## src/rtl/zbritesi_pkg.sv

```systemverilog
// Shared types for the bit-serial subtractor.
// Holds FSM state encoding and counter width helper.
`timescale 1ns/1ps
package zbritesi_pkg;

  typedef logic [1:0] state_t;

  localparam state_t S_IDLE  = 2'd0;
  localparam state_t S_SHIFT = 2'd1;
  localparam state_t S_DONE  = 2'd2;

  function automatic int cnt_w(input int w);
    return (w < 2) ? 1 : $clog2(w);
  endfunction

endpackage

```

## src/rtl/zbritesi1bit.sv

```systemverilog
// Combinational 1-bit full subtractor cell.
// Ports: A, B, BIN in; D (difference), BOUT (borrow) out.
`timescale 1ns/1ps
module zbritesi1bit (
  input  logic A,
  input  logic B,
  input  logic BIN,
  output logic D,
  output logic BOUT
);

  assign D    = A ^ B ^ BIN;
  assign BOUT = (~A & B) | (~A & BIN) | (B & BIN);

endmodule

```

## src/rtl/zbritesi_serial.sv

```systemverilog
// Bit-serial WIDTH-bit subtractor D = A - B - BIN, LSB first.
// Ports: CLK, RST_N, START, A, B, BIN in; BUSY, DONE, D, BOUT,
// ZERO out. Define ZBRITESI_SERIAL_OVF_EN to add overflow port V.
`timescale 1ns/1ps
module zbritesi_serial
  import zbritesi_pkg::*;
#(
  parameter int WIDTH = 8
) (
  input  logic             CLK,
  input  logic             RST_N,
  input  logic             START,
  input  logic [WIDTH-1:0] A,
  input  logic [WIDTH-1:0] B,
  input  logic             BIN,
  output logic             BUSY,
  output logic             DONE,
  output logic [WIDTH-1:0] D,
  output logic             BOUT,
  output logic             ZERO
`ifdef ZBRITESI_SERIAL_OVF_EN
  ,
  output logic             V
`endif
);

  localparam int CNT_W = cnt_w(WIDTH);

  state_t           state;
  logic [WIDTH-1:0] a_sr;
  logic [WIDTH-1:0] b_sr;
  logic             bw;
  logic [CNT_W-1:0] cnt;
  logic             cell_d;
  logic             cell_bout;
  logic             accept;
  logic             last;
  logic [WIDTH-1:0] d_next;

  zbritesi1bit u_cell (
    .A    (a_sr[0]),
    .B    (b_sr[0]),
    .BIN  (bw),
    .D    (cell_d),
    .BOUT (cell_bout)
  );

  assign accept = START &&
                  (state == S_IDLE || state == S_DONE);
  assign last   = (state == S_SHIFT) &&
                  (cnt == CNT_W'(WIDTH - 1));
  assign d_next = {cell_d, D[WIDTH-1:1]};
  assign BUSY   = (state == S_SHIFT);
  assign DONE   = (state == S_DONE);

  always_ff @(posedge CLK or negedge RST_N) begin
    if (!RST_N) begin
      state <= S_IDLE;
    end else begin
      unique case (state)
        S_IDLE, S_DONE: state <= START ? S_SHIFT : S_IDLE;
        S_SHIFT:        if (last) state <= S_DONE;
        default:        state <= S_IDLE;
      endcase
    end
  end

`ifdef ZBRITESI_SERIAL_OVF_EN
  // Captured sign bits {A msb, B msb}; D msb is the last cell output.
  logic [1:0] sign;

  always_ff @(posedge CLK or negedge RST_N) begin
    if (!RST_N) begin
      sign <= '0;
      V    <= 1'b0;
    end else if (accept) begin
      sign <= {A[WIDTH-1], B[WIDTH-1]};
    end else if (last) begin
      V <= (sign[1] ^ sign[0]) & (sign[1] ^ cell_d);
    end
  end
`endif

  always_ff @(posedge CLK or negedge RST_N) begin
    if (!RST_N) begin
      a_sr <= '0;
      b_sr <= '0;
      bw   <= 1'b0;
      cnt  <= '0;
      D    <= '0;
      BOUT <= 1'b0;
      ZERO <= 1'b0;
    end else if (accept) begin
      a_sr <= A;
      b_sr <= B;
      bw   <= BIN;
      cnt  <= '0;
    end else if (state == S_SHIFT) begin
      a_sr <= a_sr >> 1;
      b_sr <= b_sr >> 1;
      bw   <= cell_bout;
      D    <= d_next;
      if (last) begin
        BOUT <= cell_bout;
        ZERO <= (d_next == '0);
      end else begin
        cnt <= cnt + 1'b1;
      end
    end
  end

endmodule
```

## config.mk

```make
export PLATFORM = sky130hd
export DESIGN_NAME = zbritesi_serial
export DESIGN_NICKNAME = d
export VERILOG_FILES = /design/src/rtl/zbritesi_pkg.sv /design/src/rtl/zbritesi1bit.sv /design/src/rtl/zbritesi_serial.sv
export SDC_FILE = /design/constraint.sdc
export NUM_CORES = 1
export LEC_CHECK = 0
export CORE_MARGIN = 2
export CORE_UTILIZATION = 49
export DETAILED_ROUTE_END_ITERATION = 8
export GPL_ROUTABILITY_DRIVEN = 0
export PLACE_DENSITY = 0.78
export SETUP_SLACK_MARGIN = 0.15
export SKIP_LAST_GASP = 1
export SYNTH_ARGS = -nofsm -noshare
export SYNTH_HDL_FRONTEND = slang
export SYNTH_SLANG_ARGS = --single-unit
```

## constraint.sdc

```tcl
create_clock -name CLK -period 2.2 [get_ports CLK]
set_input_delay 0.66 -clock CLK [delete_from_list [all_inputs] [get_ports CLK]]
set_output_delay 0.66 -clock CLK [all_outputs]
set_load 0.05 [all_outputs]
```

==> results.ini <==
[grt]
grt_first_pass_wirelength_mm = 4.82
antenna_found_initial = 0
grt-ovfl-total = 0
grt_max_degree = 33
grt_pass1_vias = 1071
track_usage_pct = 19.2

[pwr]
p_leak_nw = 0.880
p_seq_share_pct = 38.3
p_switching_mw = 1.26
p_per_area_mw_per_mm2 = 1510
fin_total_pwr_mw = 2.74
swShare_pct = 46.0
p_comb_share_pct = 50.6
irDropWorstVdd_uv = 1040
p_int_mw = 1.48
pwr-share-clk_pct = 11.1

[drt]
drt_wl_total_mm = 2.99
wl_per_cell_um = 13.7
routed_via_density = 5.37
vias = 1170
firstDrtPassIters = 4
drt-initial-drc-count = 59
ant_nets = 0
drc = 0

[yosys]
avgSynthCellArea_sq_um = 9.49
synth_cells = 153
synth_area_sq_mm = 0.00145
ys_seq_area_share_pct = 55.2
syn-num-nets = 176
yosysWarnings = 0
synth_cell_types = 28
ys_seq_elements = 32

[worst_setup_path]
path_cells = dlygate4sd2_1
worstPathBufferInverterCount = 1
crit_type = flip-flop to output port
cp_data_arrival_time_ns = 1.28
crit_family = buffers and inverters
path_max_fanout = 4
crit_required_ns = 1.54
crit_slowest_cell = dlygate4sd2_1
critPathMaxStageDelay_ns = 0.55
worstSetupEndpointType = output port
setup.worst_path.start_class = flip-flop

[clock_network]
path_clk_slew_ns = 0.09
cts_hold_buf = 0
post-cts-setup-buffers = 0
cts.path.max_buffers = 2
worstSkewPairLatency_ns = 0.33
cts_root_buffer = clkbuf_4
cts_buffers = 5
htree_levels = 2
cts_tree = built
clock-sinks = 32

[layout]
diodes = 0
drive_above_1_share_pct = 12.3
fin_util_pct = 65.4
regArea_sq_um = 801
final.fill_count = 239
multi_input_area_sq_um = 561
nets = 210
final_cell_mix = nand2_1 (52), dfrtp_1 (32), clkdlybuf4s50_1 (19)
syn2layout_area_growth_pct = 25.3
layout_commonest_cell = nand2_1
final_cells = 218

[die]
ios = 32
fp-row-count = 19
dieWidth_um = 58.4
coreArea_sq_mm = 0.00278
die_y_um = 58.4
initial_core_util_pct = 52.2
die_area_sq_mm = 0.00341

[hold_path]
min_path_type = flip-flop to flip-flop

[timing]
post-route-period-util_pct = 88.0
fmax_mhz = 517
rsz0062_at_grt = false
period_needed_ns = 1.94
relSlewSlack_pct = 67.2
finalClockSkew_ns = 0.00638
setup_tns_ns = 0
worst_pin_slew_ns = 0.494
setup_viol_count_final = 0
drv_slew = 0
final_hold_viol_count = 0

[outcome]
outcome = finished clean

[placement]
io_buffers = 31
place_inst = 210
place.detailed.hpwl_mm = 2.09

[run]
maxCapViolCount = 0

==> metrics by stage <==
step / setup WS [ns] / hold slack, ns / area (sq um)
after floorplan: 0.662 / 0.364 / 1450
after global placement: 0.347 / 0.463 / 1770
after detailed placement: 0.340 / 0.478 / 1770
after CTS: 0.209 / 0.499 / 1810
after global routing: 0.207 / 0.529 / 1820
final: 0.264 / 0.501 / 1820
==> synth_stat cells <==
| master | number | area, sq um |
|---|---|---|
| clkbuf_1 | 1 | 3.75 |
| a31oi_1 | 11 | 68.8 |
| dfrtp_1 | 32 | 801 |
| nor3_1 | 3 | 15.0 |
| buf_2 | 5 | 25.0 |
| mux2_2 | 1 | 11.3 |
| o21ai_2 | 3 | 26.3 |
| a22oi_1 | 1 | 7.51 |
| nor2b_1 | 1 | 6.26 |
| buf_6 | 4 | 45.0 |
| nand2b_1 | 2 | 12.5 |
| and2b_1 | 1 | 7.51 |
| inv_6 | 1 | 8.76 |
| inv_1 | 4 | 15.0 |
| fa_1 | 1 | 20.0 |
| ha_1 | 2 | 25.0 |
| nand3_2 | 3 | 30.0 |
| o22ai_1 | 2 | 12.5 |
| nand3_1 | 2 | 10.0 |
| o21ai_0 | 2 | 10.0 |
| nor2_1 | 13 | 48.8 |
| nand3b_1 | 1 | 7.51 |
| nor4b_1 | 1 | 8.76 |
| a221o_1 | 1 | 10.0 |
| nor4_1 | 1 | 6.26 |
| a21oi_1 | 1 | 5.00 |
| or3b_1 | 1 | 8.76 |
| nand2_1 | 52 | 195 |
==> worst min-delay path: cells and delay by family, from the launching register on <==
family           cells  cell delay [ns]
AND/OR/NAND/NOR      2             0.11
flip-flops           1             0.37
==> final cells by class <==
cell class                 instances  area share (%)
inverter                           5            1.31
tap                               31            2.13
clock inverter                     1           0.275
timing repair buffer              36            18.9
clock buffer                       6            2.27
multi-input combinational        106            30.8
sequential                        32            44.0
timing repair inverter             1           0.275
==> sequential cells by signal (all words and copies together), names as in the netlist <==
register and cells:
D 8, a_sr 8, b_sr 8, cnt 3, state 2, BOUT 1, ZERO 1, bw 1
==> layer usage <==
layer,up-vias,track usage [%],share of wire [%]
met2,25,30.2,50
met5,-,0,0
met4,0,5.98,1.0
met3,5,6.59,4.5
met1,570,25.1,44
li1,570,-,-
==> final timing paths <==
kind | start | endpoint | slack (ns) | cells past startpoint
min in group asynchronous | RST_N | D[0] | 0.72 | 2
worst min register to register | D[0] | D[0] | 0.50 | 2
worst max-delay path | D[1] | D[1] | 0.26 | 1
worst min-delay path | D[0] | D[0] | 0.50 | 2
worst max register to register | cnt[0] | cnt[1] | 0.56 | 5
max in group asynchronous | RST_N | cnt[1] | 1.19 | 2
==> cell families after synthesis <==
group,synth area share (%)
AO/OA/AOI/OAI,9.66
buffers and inverters,6.72
flip-flops,55.2
AND/OR/NAND/NOR,24.6
multiplexers,0.776
adder cells (fa/ha/maj),3.10
==> power by group through the flow <==
stage          Combinational [mW]  Sequential (mW)  Clock, mW
3_5_place_dp                 1.44             1.06          0
3_3_place_gp                 1.39             1.04          0
4_1_cts                      1.39             1.05      0.314
6_report                     1.39             1.05      0.304
2_1_floorplan               0.830             1.30          0
5_1_grt                      1.53             1.09      0.340
==> what timing repair did <==
action | CTS | global route
gates resized for setup | 10 | 2
cloned | 0 | 1
endpoints found under the setup margin | 10 | 1
Power figures use the tool's default switching activity.
